==> src/rtl/line_fill_unit_if.sv <==
// Word-wide memory beat bus between the line fill unit (master) and main memory (slave).
// One request is in flight at a time; read data returns later on mem_rvalid.
interface line_fill_unit_if;
    logic        mem_req;
    logic        mem_we;
    logic [31:0] mem_addr;
    logic [31:0] mem_wdata;
    logic        mem_ready;
    logic        mem_rvalid;
    logic [31:0] mem_rdata;

    modport master (
        output mem_req, mem_we, mem_addr, mem_wdata,
        input  mem_ready, mem_rvalid, mem_rdata
    );

    modport slave (
        input  mem_req, mem_we, mem_addr, mem_wdata,
        output mem_ready, mem_rvalid, mem_rdata
    );
endinterface

==> src/rtl/line_fill_unit.sv <==
// Cache line transfer engine: optional victim write-back as 32-bit beats, then a
// beat-by-beat line fetch that is committed to the data array in one full-mask write.
module line_fill_unit #(
    parameter int S_OFFSET = 5,
    parameter int S_INDEX  = 3
) (
    input  logic                        clk,
    input  logic                        rst_n,
    input  logic                        fill_req,
    input  logic                        wb_req,
    input  logic [S_INDEX-1:0]          req_index,
    input  logic [31-S_OFFSET:0]        fill_addr,
    input  logic [31-S_OFFSET:0]        wb_addr,
    input  logic [8*(2**S_OFFSET)-1:0]  wb_line,
    output logic                        busy,
    output logic                        done,
    line_fill_unit_if.master            mem,
    output logic [2**S_OFFSET-1:0]      arr_write_en,
    output logic [S_INDEX-1:0]          arr_windex,
    output logic [8*(2**S_OFFSET)-1:0]  arr_datain
);
    localparam int LINE_W = 8 * (2 ** S_OFFSET);
    localparam int BEATS  = 2 ** (S_OFFSET - 2);
    // Counter is kept at least one bit wide so a single-beat line still elaborates.
    localparam int CW     = (S_OFFSET > 2) ? S_OFFSET - 2 : 1;
    localparam int NW     = 2 ** CW;
    localparam int AW     = 32 - S_OFFSET;
    localparam logic [CW-1:0] LAST = CW'(BEATS - 1);

    typedef enum logic [2:0] {
        IDLE,
        WB,
        FILL_REQ,
        FILL_WAIT,
        COMMIT,
        DONE
    } state_t;

    state_t              state_reg;
    logic [CW-1:0]       beat_reg;
    logic                fill_flag_reg;
    logic [S_INDEX-1:0]  index_reg;
    logic [AW-1:0]       fill_addr_reg;
    logic [AW-1:0]       wb_addr_reg;
    logic [LINE_W-1:0]   wb_line_reg;
    logic [NW-1:0][31:0] wb_word;
    logic [S_OFFSET-1:0] beat_off;

    always_ff @(posedge clk) begin
        if (!rst_n) begin
            state_reg     <= IDLE;
            beat_reg      <= '0;
            fill_flag_reg <= 1'b0;
            index_reg     <= '0;
            fill_addr_reg <= '0;
            wb_addr_reg   <= '0;
            wb_line_reg   <= '0;
        end else begin
            case (state_reg)
                IDLE: begin
                    if (fill_req || wb_req) begin
                        fill_flag_reg <= fill_req;
                        index_reg     <= req_index;
                        fill_addr_reg <= fill_addr;
                        wb_addr_reg   <= wb_addr;
                        wb_line_reg   <= wb_line;
                        beat_reg      <= '0;
                        state_reg     <= wb_req ? WB : FILL_REQ;
                    end
                end
                WB: begin
                    if (mem.mem_ready) begin
                        if (beat_reg == LAST) begin
                            beat_reg  <= '0;
                            state_reg <= fill_flag_reg ? FILL_REQ : DONE;
                        end else begin
                            beat_reg <= beat_reg + CW'(1);
                        end
                    end
                end
                FILL_REQ: begin
                    if (mem.mem_ready) begin
                        state_reg <= FILL_WAIT;
                    end
                end
                FILL_WAIT: begin
                    // Only one read is ever outstanding, so rvalid always answers beat_reg.
                    if (mem.mem_rvalid) begin
                        beat_reg  <= beat_reg + CW'(1);
                        state_reg <= (beat_reg == LAST) ? COMMIT : FILL_REQ;
                    end
                end
                COMMIT:  state_reg <= DONE;
                DONE:    state_reg <= IDLE;
                default: state_reg <= IDLE;
            endcase
        end
    end

    genvar gi;
    generate
        for (gi = 0; gi < NW; gi++) begin : g_word
            if (gi < BEATS) begin : g_live
                logic [31:0] word_reg;

                always_ff @(posedge clk) begin
                    if (!rst_n) begin
                        word_reg <= '0;
                    end else if (state_reg == FILL_WAIT && mem.mem_rvalid && beat_reg == CW'(gi)) begin
                        word_reg <= mem.mem_rdata;
                    end
                end

                assign arr_datain[32*gi +: 32] = word_reg;
                assign wb_word[gi]             = wb_line_reg[32*gi +: 32];
            end else begin : g_pad
                assign wb_word[gi] = '0;
            end
        end

        if (S_OFFSET > 2) begin : g_off
            assign beat_off = {beat_reg, 2'b00};
        end else begin : g_off_single
            assign beat_off = '0;
        end
    endgenerate

    assign busy         = (state_reg != IDLE);
    assign done         = (state_reg == DONE);
    assign arr_write_en = (state_reg == COMMIT) ? '1 : '0;
    assign arr_windex   = (state_reg == COMMIT) ? index_reg : '0;

    // Bus outputs decode only registered state, so stalls hold them steady.
    always_comb begin
        mem.mem_req   = 1'b0;
        mem.mem_we    = 1'b0;
        mem.mem_addr  = '0;
        mem.mem_wdata = '0;
        case (state_reg)
            WB: begin
                mem.mem_req   = 1'b1;
                mem.mem_we    = 1'b1;
                mem.mem_addr  = {wb_addr_reg, beat_off};
                mem.mem_wdata = wb_word[beat_reg];
            end
            FILL_REQ: begin
                mem.mem_req  = 1'b1;
                mem.mem_addr = {fill_addr_reg, beat_off};
            end
            default: ;
        endcase
    end
endmodule

==> src/flat_wrapper.sv <==
// flat-port wrapper written by rule: the top's interface ports become plain ports
module line_fill_unit_flat 
#(
    parameter int S_OFFSET = 5,
    parameter int S_INDEX  = 3
)
  (clk, rst_n, fill_req, wb_req, req_index, fill_addr, wb_addr, wb_line, busy, done, arr_write_en, arr_windex, arr_datain, mem_mem_req, mem_mem_we, mem_mem_addr, mem_mem_wdata, mem_mem_ready, mem_mem_rvalid, mem_mem_rdata);
  line_fill_unit_if mem_i ();
  input  logic clk;
  input  logic rst_n;
  input  logic fill_req;
  input  logic wb_req;
  input  logic [S_INDEX-1:0] req_index;
  input  logic [31-S_OFFSET:0] fill_addr;
  input  logic [31-S_OFFSET:0] wb_addr;
  input  logic [8*(2**S_OFFSET)-1:0] wb_line;
  output logic busy;
  output logic done;
  output logic [2**S_OFFSET-1:0] arr_write_en;
  output logic [S_INDEX-1:0] arr_windex;
  output logic [8*(2**S_OFFSET)-1:0] arr_datain;
  output wire logic [$bits(mem_i.mem_req)-1:0] mem_mem_req;
  output wire logic [$bits(mem_i.mem_we)-1:0] mem_mem_we;
  output wire logic [$bits(mem_i.mem_addr)-1:0] mem_mem_addr;
  output wire logic [$bits(mem_i.mem_wdata)-1:0] mem_mem_wdata;
  input wire logic [$bits(mem_i.mem_ready)-1:0] mem_mem_ready;
  input wire logic [$bits(mem_i.mem_rvalid)-1:0] mem_mem_rvalid;
  input wire logic [$bits(mem_i.mem_rdata)-1:0] mem_mem_rdata;
  assign mem_mem_req = mem_i.mem_req;
  assign mem_mem_we = mem_i.mem_we;
  assign mem_mem_addr = mem_i.mem_addr;
  assign mem_mem_wdata = mem_i.mem_wdata;
  assign mem_i.mem_ready = mem_mem_ready;
  assign mem_i.mem_rvalid = mem_mem_rvalid;
  assign mem_i.mem_rdata = mem_mem_rdata;
  line_fill_unit #(.S_OFFSET(S_OFFSET), .S_INDEX(S_INDEX)) u_core (.clk(clk), .rst_n(rst_n), .fill_req(fill_req), .wb_req(wb_req), .req_index(req_index), .fill_addr(fill_addr), .wb_addr(wb_addr), .wb_line(wb_line), .busy(busy), .done(done), .mem(mem_i), .arr_write_en(arr_write_en), .arr_windex(arr_windex), .arr_datain(arr_datain));
endmodule
==> config.mk <==
export PLATFORM = sky130hd
export DESIGN_NAME = line_fill_unit_flat
export DESIGN_NICKNAME = d
export VERILOG_FILES = /design/src/rtl/line_fill_unit_if.sv /design/src/rtl/line_fill_unit.sv /design/src/flat_wrapper.sv
export SDC_FILE = /design/constraint.sdc
export NUM_CORES = 1
export LEC_CHECK = 0
export BUFFER_PORTS_ARGS = -buffer_cell sky130_fd_sc_hd__buf_2
export CORE_AREA = 2 2 273 275
export DETAILED_ROUTE_END_ITERATION = 8
export DIE_AREA = 0 0 275 277
export MAX_ROUTING_LAYER = met4
export SYNTH_ARGS = -nofsm -noshare
export SYNTH_HDL_FRONTEND = slang
export SYNTH_SLANG_ARGS = --single-unit
==> constraint.sdc <==
create_clock -name clk -period 2.4 [get_ports clk]
set_input_delay 0.48 -clock clk [delete_from_list [all_inputs] [get_ports clk]]
set_output_delay 0.48 -clock clk [all_outputs]
set_load 0.03 [all_outputs]
==> flow_summary_export.csv, run 1 <==
group,metric,value,unit
clock_tree,root_buffer,"clkbuf_16",
yosys,synth_edf_count,0,
clock_tree,clk_path_buf_depth,3,
die,die_area,76200,µm²
timing,slew-limit-headroom,42.9,%
routing,drtPass1Iterations,7,
clock_tree,postCtsHoldBufs,0,
cells_and_area,drive_gt1_share,30.6,%
power,internal_power,21.3,mW
power,ir_drop,817,µV
die,io_pins,710,
timing,slew_violations,0,
critical_path,path_buf_inv,4,
die,num_rows,100,
die,initial_utilization,32.7,%
timing,rsz0062_at_grt,"true",
timing,min_period,2.73,ns
yosys,synth.distinct_cells,36,
min_path,hp-class,"primary input to flop",
timing,clock_skew,0.0199,ns
placed_design,hpwl,62900,µm
yosys,synth_seq_cells,576,
routing,drtIter0Drc,1410,
routing,num_vias,21600,
critical_path,path_max_fanout,7,
cells_and_area,fin_cells,4485,
critical_path,end_kind,"primary output",
timing,max_freq,366,MHz
yosys,synth_cells,2847,
power,power.leakage,13.3,nW
timing,finalCritPeriodShare,114,%
global_routing,gr-total-overflow,0,
timing,setup_violations,32,
global_routing,grt_first_pass_wirelength,132000,µm
critical_path,worstPathArrival,2.25,ns
critical_path,crit_slowest_cell,"mux4_2",
power,power.switching,11.8,mW
yosys,yosys.area_share.simple,20.2,%
placed_design,routabilityCongestion,0.862,
clock_tree,cts_tree,"done",
power,finalPower,33.1,mW
critical_path,critPathLaunchType,"flop",
die,die_w,275,µm
clock_tree,ctsHtreeMaxLevel,3,
global_routing,grt_max_degree,204,
cells_and_area,fin_nets,3812,
power,p_clk_share,30.0,%
critical_path,crit_path_max_incr_delay,0.55,ns
critical_path,path_cells,"buf_12 > buf_16 > mux4_2 > nand2_1 > a21oi_1 > buf_4 > buf_6",
die,die_y,277,µm
yosys,synthArstFlopShare,0,%
global_routing,antenna_found_initial,17,
yosys,synth-xor-area-share,0,%
yosys,synth_ff_type,"dfxtp_1",
routing,wl_per_cell,20.9,µm
clock_tree,cts_sinks,576,
flow_run,maxCapViolations,0,
power,power_frac_comb,34.3,%
cells_and_area,final_common_cell,"nand2_1",
routing,antenna_left,0,
yosys,syn_area,24000,µm²
timing,layout_setup_ws,-0.331,ns
routing,routed_via_density,4.81,
status,outcome,"finished with violations",
yosys,synth.avg_cell_area,8.45,µm²
global_routing,grt_usage,23.7,%
clock_tree,clkLatencyLatePin,0.60,ns
yosys,synth_compound_area_share,19.7,%
die,coreArea,73600,µm²
critical_path,critPathTopFamily,"buffers and inverters",
cells_and_area,final_cell_mix,"nand2_1 (1181), buf_2 (613), dfxtp_1 (570)",
clock_tree,cts_inserted_buffers,66,
yosys,yosysSeqAreaShare,47.9,%
power,switching_share,35.7,%
power,powerDensity,1020,nW/µm²
status,violations,"setup timing",
yosys,synthMuxAreaShare,6.20,%
critical_path,worstSetupPathType,"flop to primary output",
routing,wirelength,93800,µm
placed_design,dpl.cell_count,4306,
routing,route.detailed.drc,0,
yosys,yosysWarnings,0,
clock_tree,path_clk_slew,0.06,ns
timing,worst_pin_slew,0.856,ns
critical_path,crit_required,1.92,ns
power,seq_power_share,35.7,%
yosys,synthAdderAreaFrac,0.312,%
yosys,synth_top_family_by_area,"simple AND/OR/NAND/NOR gates",
global_routing,grt_pass1_vias,20500,
timing,finalHoldViolCount,0,
cells_and_area,area_delta_synth_final,34.7,%
placed_design,io_buffers,707,
cells_and_area,fill_cells,7369,
## worst min-delay path, delay by kind of cell
family                 cells  cell delay, ns
buffers and inverters      1            0.09
AO/OA/AOI/OAI              1            0.05
AND/OR/NAND/NOR            1            0.04
## metrics by stage
step                util [%]  TNS, ns  hold slack, ns  worst slack [ns]  cell area, µm²
detailed placement      38.8        0           0.441             0.129           28500
floorplan                  -        0           0.431            0.0346           24100
finish                  44.0    -9.24           0.120            -0.331           32400
global route            44.0   -15.02          0.0812            -0.409           32400
CTS                     43.4   -12.91          0.0604            -0.387           31900
global placement        38.8        0           0.437             0.141           28500
## what timing repair did
item	CTS	global route
cloned	12	7
endpoints found under the setup margin	100	286
resized for setup	220	104
pin swaps	27	18
setup buffers	29	8
## path summary, 6_finish.rpt
path                                              from                                    to  slack (ns)  cells after the start
hold reg to reg   u_core.g_word[0].g_live.word_reg[16]  u_core.g_word[0].g_live.word_reg[16]        0.45                      2
setup / recovery                    u_core.beat_reg[0]                      mem_mem_wdata[2]       -0.33                      7
hold / removal                           fill_addr[15]              u_core.fill_addr_reg[15]        0.12                      3
setup reg to reg                    u_core.beat_reg[0]  u_core.g_word[2].g_live.word_reg[27]        0.13                     11
## layer usage
layer / wire length (µm) / global-route usage [%] / share of wire (%)
met4: 2640 / 7.46 / 2.8
met5: 0 / - / 0
met3: 8240 / 6.85 / 8.8
met2: 45700 / 39.6 / 49
met1: 37200 / 27.3 / 40
## power groups by stage
stage               logic, mW  clock network, mW  registers [mW]
finish                   11.3               9.91            11.8
global route             12.3               10.5            11.9
CTS                      11.1               10.1            11.8
detailed placement       9.57                  0            12.0
floorplan                6.43                  0            11.7
global placement         9.55                  0            12.0
## synth_stat cells, types with 6 or more instances
cell type | instances | area [µm²]
buf_2 | 73 | 365
nand3_1 | 6 | 30.0
nand2_1 | 1212 | 4550
clkbuf_2 | 16 | 80.1
inv_1 | 7 | 26.3
mux4_2 | 64 | 1440
buf_4 | 39 | 293
dfxtp_1 | 576 | 11500
ha_1 | 6 | 75.1
nor2_1 | 8 | 30.0
buf_1 | 9 | 33.8
a21oi_1 | 35 | 175
a21boi_0 | 339 | 2540
nor3_1 | 6 | 30.0
a22o_1 | 27 | 236
clkbuf_1 | 148 | 556
a21boi_1 | 230 | 1730
## cells by family after synthesis
family,Yosys count
fa+ha+maj,6
simple gates,1264
other cells,1
buf+inv,293
flops,576
compound gates,638
mux,69
## final cells by class
cell class / count / area [µm²] / share of cell area [%]
diodes: 16 / 40.0 / 0.124
clock buffers: 96 / 1940 / 5.97
clock inverters: 17 / 158 / 0.487
inverters: 8 / 45.0 / 0.139
multi-input cells: 1979 / 11500 / 35.6
flip-flops and latches: 576 / 11500 / 35.6
well taps: 969 / 1210 / 3.74
repair buffers: 824 / 5940 / 18.3
Note: power is estimated with default switching activity, not from simulation.
==> run 2: changes to the inputs <==
--- a/config.mk
+++ b/config.mk
@@ -5,10 +5,11 @@
 export SDC_FILE = /design/constraint.sdc
 export NUM_CORES = 1
 export LEC_CHECK = 0
+export ABC_AREA = 1
 export BUFFER_PORTS_ARGS = -buffer_cell sky130_fd_sc_hd__buf_2
-export CORE_AREA = 2 2 273 275
+export CORE_AREA = 2 2 276 278
 export DETAILED_ROUTE_END_ITERATION = 8
-export DIE_AREA = 0 0 275 277
+export DIE_AREA = 0 0 278 280
 export MAX_ROUTING_LAYER = met4
 export SYNTH_ARGS = -nofsm -noshare
 export SYNTH_HDL_FRONTEND = slang
==> run 2 against run 1 <==
  * The run still ends with setup timing left
  * Global-route usage rose by 0.27 points
  * Utilization fell by 3.1 points
  * Count of clock-buffer cells in the layout rose by 1
  * First-iteration DRC count rose by 25%
  * Non-clock buffer count fell by 17
  * Total power rose by 7.2%
  * Critical path depth did not move
  * Final cell count rose by 4.6%
  * Clock skew rose by 0.0035 ns
  * Synthesized area fell by 3.9%
  * Die area rose by 2.2%
==> flow_summary_export.csv, run 2 <==
group,metric,value,unit
status,outcome,"finished with violations",
status,violations,"setup timing",
yosys,yosysSeqAreaShare,49.9,%
placed_design,routabilityCongestion,0.918,
yosys,yosysWarnings,0,
critical_path,worstReg2RegEnd,"u_core.g_word[4].g_live.word_reg[4]",
yosys,synth_cells,3079,
power,finalPower,35.4,mW
routing,wirelength,95900,µm
min_path,hp-start,"wb_line[156]",
timing,rsz0062_at_grt,"true",
timing,min_period,2.58,ns
die,initial_utilization,30.7,%
power,power_frac_comb,36.2,%
power,power.switching,13.6,mW
timing,finalHoldViolCount,0,
cells_and_area,fin_cells,4692,
routing,routed_via_density,4.85,
global_routing,gr-total-overflow,0,
routing,antenna_left,0,
die,die_w,278,µm
timing,clock_skew,0.0234,ns
clock_tree,ctsHtreeMaxLevel,3,
min_path,holdPathStages,3,
critical_path,crit_required,1.92,ns
global_routing,grt_first_pass_wirelength,136000,µm
routing,route.detailed.drc,0,
critical_path,r2r_cells,9,
critical_path,critPathLaunchType,"flop",
global_routing,met3_usage,5.07,%
placed_design,hpwl,67500,µm
die,die_y,280,µm
cells_and_area,fill_cells,7784,
yosys,synth_ff_type,"dfxtp_1",
clock_tree,clk_path_buf_depth,3,
yosys,synth_area_leader_cell,"dfxtp_1",
die,io_pins,710,
global_routing,grt_pass1_vias,21200,
placed_design,dpl.cell_count,4545,
power,power.leakage,14.1,nW
yosys,synth.most_common_cell,"o21ai_0",
routing,drtPass1Iterations,5,
timing,worst_pin_slew,0.848,ns
placed_design,io_buffers,707,
timing,layout_setup_ws,-0.176,ns
yosys,synth_seq_cells,576,
power,powerDensity,1150,nW/µm²
die,num_rows,101,
cells_and_area,multi_input_area,9330,µm²
yosys,synth.distinct_cells,26,
clock_tree,cts_sinks,576,
power,internal_power,21.9,mW
routing,wl_per_cell,20.4,µm
clock_tree,path_clk_slew,0.06,ns
timing,setup_violations,32,
placed_design,dpl_cell_area,27400,µm²
clock_tree,cts_tree,"done",
min_path,hp-class,"primary input to flop",
die,die_area,77800,µm²
routing,drtIter0Drc,1766,
cells_and_area,drive_gt1_share,28.1,%
cells_and_area,fin_nets,4010,
power,ir_drop,540,µV
cells_and_area,design_area,30800,µm²
critical_path,r2r_setup_slack,0.23,ns
timing,slew_violations,0,
power,seq_power_share,35.3,%
cells_and_area,area_delta_synth_final,33.2,%
yosys,netlist.area_leader.share,49.9,%
flow_run,maxCapViolations,0,
min_path,holdPathEnd,"u_core.wb_line_reg[156]",
die,coreArea,75200,µm²
cells_and_area,seq_area,11500,µm²
global_routing,antenna_found_initial,18,
yosys,synth_commonest_cells,"o21ai_0 (660), dfxtp_1 (576), nor2_1 (533)",
global_routing,met2_usage,39.4,%
global_routing,top_usage_layer,"met2",
yosys,syn_area,23100,µm²
timing,slew-limit-headroom,43.4,%
clock_tree,cts_inserted_buffers,67,
yosys,synthArstFlopShare,0,%
power,switching_share,38.3,%
global_routing,grt_usage,24.0,%
yosys,synth_edf_count,0,
routing,num_vias,22800,
clock_tree,root_buffer,"clkbuf_16",
cells_and_area,final_common_cell,"buf_2",
critical_path,end_kind,"primary output",
critical_path,path_max_fanout,32,
timing,max_freq,388,MHz
clock_tree,clkLatencyLatePin,0.61,ns
critical_path,worstPathArrival,2.10,ns
critical_path,r2r_start,"u_core.beat_reg[0]",
cells_and_area,final_cell_mix,"buf_2 (633), o21ai_0 (601), dfxtp_1 (570)",
yosys,synthTopCellsByArea,"dfxtp_1 (50%), o21ai_0 (14%), a21oi_1 (9.6%)",
power,p_clk_share,28.5,%
yosys,synth.avg_cell_area,7.51,µm²
timing,finalCritPeriodShare,107,%
global_routing,use_met1,29.0,%
critical_path,worstSetupPathType,"flop to primary output",
global_routing,grt_max_degree,111,
## run 2: cell count changes after synthesis, sizes merged, moves of 14 or more
cell / previous run / this run
a21boi: 569 / 0
a21oi: 35 / 445
a22o: 27 / 0
and3: 5 / 32
buf: 121 / 135
inv: 8 / 341
mux4: 64 / 0
nand2: 1212 / 35
nand3: 6 / 66
nor2: 8 / 541
o21ai: 1 / 700
o22ai: 0 / 27
## run 2: final cells by class
type	count	area share, %
Sequential cell	576	37.5
Multi-Input combinational cell	1860	30.3
Timing Repair Buffer	807	16.8
Clock buffer	97	6.34
Inverter	341	4.22
Tap cell	978	3.98
Clock inverter	19	0.699
Antenna cell	14	0.114
## run 2: cells by family after synthesis
| logic type | count (synthesis) | share of synthesized area [%] |
|---|---|---|
| other cells | 1 | 0.0162 |
| simple gates | 680 | 12.1 |
| buf+inv | 644 | 12.0 |
| compound gates | 1172 | 25.6 |
| fa+ha+maj | 6 | 0.325 |
| flops | 576 | 49.9 |
## run 2: worst max-delay path, stage by stage (launching register included)
cell     delay (ns)
dfxtp_4        0.45
inv_8          0.09
buf_16         0.18
a21oi_2        0.16
o21ai_0        0.10
nand3_1        0.15
and3_4         0.23
buf_6          0.13
## run 2: metal layers
layer | vias up | share of wire, %
li1 | 11200 | -
met1 | 10500 | 41
met2 | 928 | 48
met3 | 145 | 7.5
met4 | 0 | 3.3
met5 | - | 0
## run 2: worst max-delay path by stage
stage / start / end / slack, ns / depth (start not counted)
floorplan: u_core.state_reg[2] / arr_windex[0] / 0.15 / 4
global placement: u_core.beat_reg[1] / u_core.g_word[0].g_live.word_reg[31] / 0.19 / 9
detailed placement: u_core.beat_reg[1] / u_core.g_word[0].g_live.word_reg[26] / 0.17 / 9
CTS: u_core.beat_reg[1] / mem_mem_wdata[17] / -0.22 / 7
global route: u_core.beat_reg[0] / mem_mem_wdata[26] / -0.29 / 7
finish: u_core.beat_reg[0] / mem_mem_wdata[12] / -0.18 / 7
## run 2: what timing repair did
item / CTS / global route
buffers inserted: 11 / 1
pin swaps: 29 / 12
hold buffers: 0 / 0
gates cloned: 4 / 1
setup endpoints to repair: 99 / 93
resized for setup: 203 / 119
endpoints found under the hold margin: 0 / 0
## run 2: stage by stage
stage	utilization, %	setup WS (ns)	setup TNS (ns)	hold WS [ns]
floorplan	-	0.149	0	0.420
global placement	36.5	0.187	0	0.427
detailed placement	36.5	0.170	0	0.431
CTS	40.4	-0.218	-4.85	0.111
global route	40.9	-0.286	-6.39	0.141
finish	40.9	-0.176	-3.37	0.156
## run 2: power by group through the flow
stage | logic (mW) | registers (mW) | clock network, mW
floorplan | 7.33 | 12.5 | 0
global placement | 11.2 | 12.6 | 0
detailed placement | 11.3 | 12.6 | 0
CTS | 12.4 | 12.5 | 10.3
global route | 13.9 | 12.7 | 10.6
finish | 12.8 | 12.5 | 10.1
==> run 3: changes to the inputs <==
--- a/config.mk
+++ b/config.mk
@@ -10,6 +10,7 @@
 export CORE_AREA = 2 2 276 278
 export DETAILED_ROUTE_END_ITERATION = 8
 export DIE_AREA = 0 0 278 280
+export GPL_TIMING_DRIVEN = 0
 export MAX_ROUTING_LAYER = met4
 export SYNTH_ARGS = -nofsm -noshare
 export SYNTH_HDL_FRONTEND = slang
==> run 3 against run 2 <==
  * The run still ends with setup timing left
  * Global-route usage is 2.3 points higher
  * Routed wire length is 10% higher
  * Maximum frequency is 4.3% lower
  * Sequential power hardly changed
  * First-iteration DRC count is 1.8% lower
  * Final area is 5.5% higher
  * Combinational power is 17% higher
  * Clock power is 4% higher
==> flow_summary_export.csv, run 3 (synthesis results as in run 2) <==
group,metric,value,unit
die,coreArea,75200,µm²
die,io_pins,710,
cells_and_area,fin_cells,4901,
power,ir_drop,697,µV
power,powerDensity,1170,nW/µm²
cells_and_area,fill_cells,7656,
placed_design,io_buffers,674,
flow_run,maxCapViolations,0,
die,die_area,77800,µm²
timing,layout_setup_ws,-0.290,ns
clock_tree,path_clk_slew,0.07,ns
timing,clock_skew,0.0205,ns
placed_design,dpl.cell_count,4732,
timing,finalCritPeriodShare,112,%
global_routing,grt_pass1_vias,22900,
power,finalPower,38.0,mW
critical_path,r2r_setup_slack,0.09,ns
timing,slew-limit-headroom,41.5,%
die,die_y,280,µm
clock_tree,cts_inserted_buffers,68,
timing,setup_violations,32,
routing,num_vias,24300,
clock_tree,root_buffer,"clkbuf_16",
die,die_w,278,µm
critical_path,r2r_cells,10,
timing,rsz0062_at_grt,"true",
timing,setup-tns-final,-8.08,ns
critical_path,worstPathArrival,2.21,ns
timing,finalHoldViolCount,0,
min_path,holdPathStages,3,
die,initial_utilization,30.7,%
routing,route.detailed.drc,0,
routing,drtPass1Iterations,7,
timing,slew_violations,0,
critical_path,worstSetupPathType,"flop to primary output",
min_path,hp-class,"primary input to flop",
critical_path,crit_required,1.92,ns
placed_design,hpwl,79300,µm
clock_tree,cts_sinks,576,
timing,min_period,2.69,ns
placed_design,routabilityCongestion,0.975,
clock_tree,clk_path_buf_depth,3,
cells_and_area,drive_gt1_share,30.3,%
power,power.leakage,14.7,nW
global_routing,gr-total-overflow,0,
critical_path,critPathLaunchType,"flop",
critical_path,critPathTopFamily,"buffers and inverters",
cells_and_area,final_cell_mix,"buf_2 (630), o21ai_0 (575), dfxtp_1 (571)",
cells_and_area,fin_nets,4216,
critical_path,path_buf_inv,4,
cells_and_area,area_delta_synth_final,40.5,%
critical_path,crit_cells,8,
critical_path,path_max_fanout,8,
routing,routed_via_density,4.96,
global_routing,grt_max_degree,17,
critical_path,crit_slowest_cell,"dfxtp_4",
global_routing,grt_first_pass_wirelength,148000,µm
routing,wirelength,106000,µm
status,outcome,"finished with violations",
cells_and_area,design_area,32500,µm²
routing,antenna_left,0,
routing,drtIter0Drc,1734,
timing,max_freq,372,MHz
global_routing,antenna_found_initial,12,
timing,worst_pin_slew,0.878,ns
cells_and_area,final_core_util,43.2,%
cells_and_area,final_common_cell,"buf_2",
global_routing,grt_usage,26.3,%
critical_path,crit_path_max_incr_delay,0.47,ns
clock_tree,ctsHtreeMaxLevel,3,
placed_design,dpl_cell_area,27700,µm²
die,num_rows,101,
critical_path,end_kind,"primary output",
status,violations,"setup timing",
clock_tree,cts_tree,"done",
clock_tree,clkLatencyLatePin,0.62,ns
critical_path,path_cells,"inv_6 > buf_12 > clkbuf_16 > a21oi_4 > o21ai_2 > nand3_4 > and3_4 > buf_6",
routing,wl_per_cell,21.6,µm
-- run 3: report_power, final --
group          switching [mW]  total, mW  internal (mW)
Combinational            9.76       15.0           5.24
Clock                    4.39       10.5           6.12
Sequential              0.882       12.5           11.6
-- run 3: final timing paths --
kind,startpoint,end
setup / recovery,u_core.beat_reg[0],mem_mem_wdata[18]
hold reg to reg,u_core.wb_line_reg[158],u_core.wb_line_reg[158]
hold / removal,fill_addr[21],u_core.fill_addr_reg[21]
setup reg to reg,u_core.beat_reg[1],u_core.g_word[5].g_live.word_reg[1]
-- run 3: cell type report --
| cell class | instances | area [µm²] | area share [%] |
|---|---|---|---|
| clock inverters | 17 | 248 | 0.763 |
| inverters | 341 | 1320 | 4.06 |
| plain buffers | 302 | 1990 | 6.12 |
| flip-flops and latches | 576 | 11500 | 35.6 |
| repair inverters | 1 | 8.76 | 0.0270 |
| repair buffers | 708 | 4200 | 12.9 |
| multi-input cells | 1861 | 9920 | 30.5 |
| diodes | 14 | 35.0 | 0.108 |
| clock buffers | 103 | 1990 | 6.14 |
| well taps | 978 | 1220 | 3.77 |
-- run 3: what timing repair did --
action,4_1_cts,5_1_grt
gates cloned,1,8
pin swaps,29,43
gates resized for setup,497,180
hold buffers,0,0
endpoints found under the setup margin,355,87
buffers inserted,22,6
-- run 3: per-stage QoR --
stage | worst slack [ns] | hold slack, ns
finish | -0.290 | 0.152
global route | -0.327 | 0.150
floorplan | 0.149 | 0.420
CTS | -0.329 | 0.115
global placement | -1.35 | 0.429
detailed placement | -1.34 | 0.434
-- run 3: worst register-to-register path: stages, from the launching register on --
cell and delay (ns):
dfxtp_4 0.39, inv_2 0.12, clkbuf_16 0.18, buf_8 0.20, ha_1 0.19, nand2_1 0.09, nor2_4 0.27, inv_1 0.25
clkbuf_1 0.28, nor2_1 0.17, nor2_1 0.07
-- run 3: layer usage --
layer | track usage [%] | routed length, µm | vias up
met4 | 12.1 | 5360 | 0
met2 | 43.8 | 50500 | 1054
met1 | 30.6 | 41800 | 11400
met3 | 5.25 | 8100 | 221
met5 | - | 0 | -
li1 | - | - | 11600
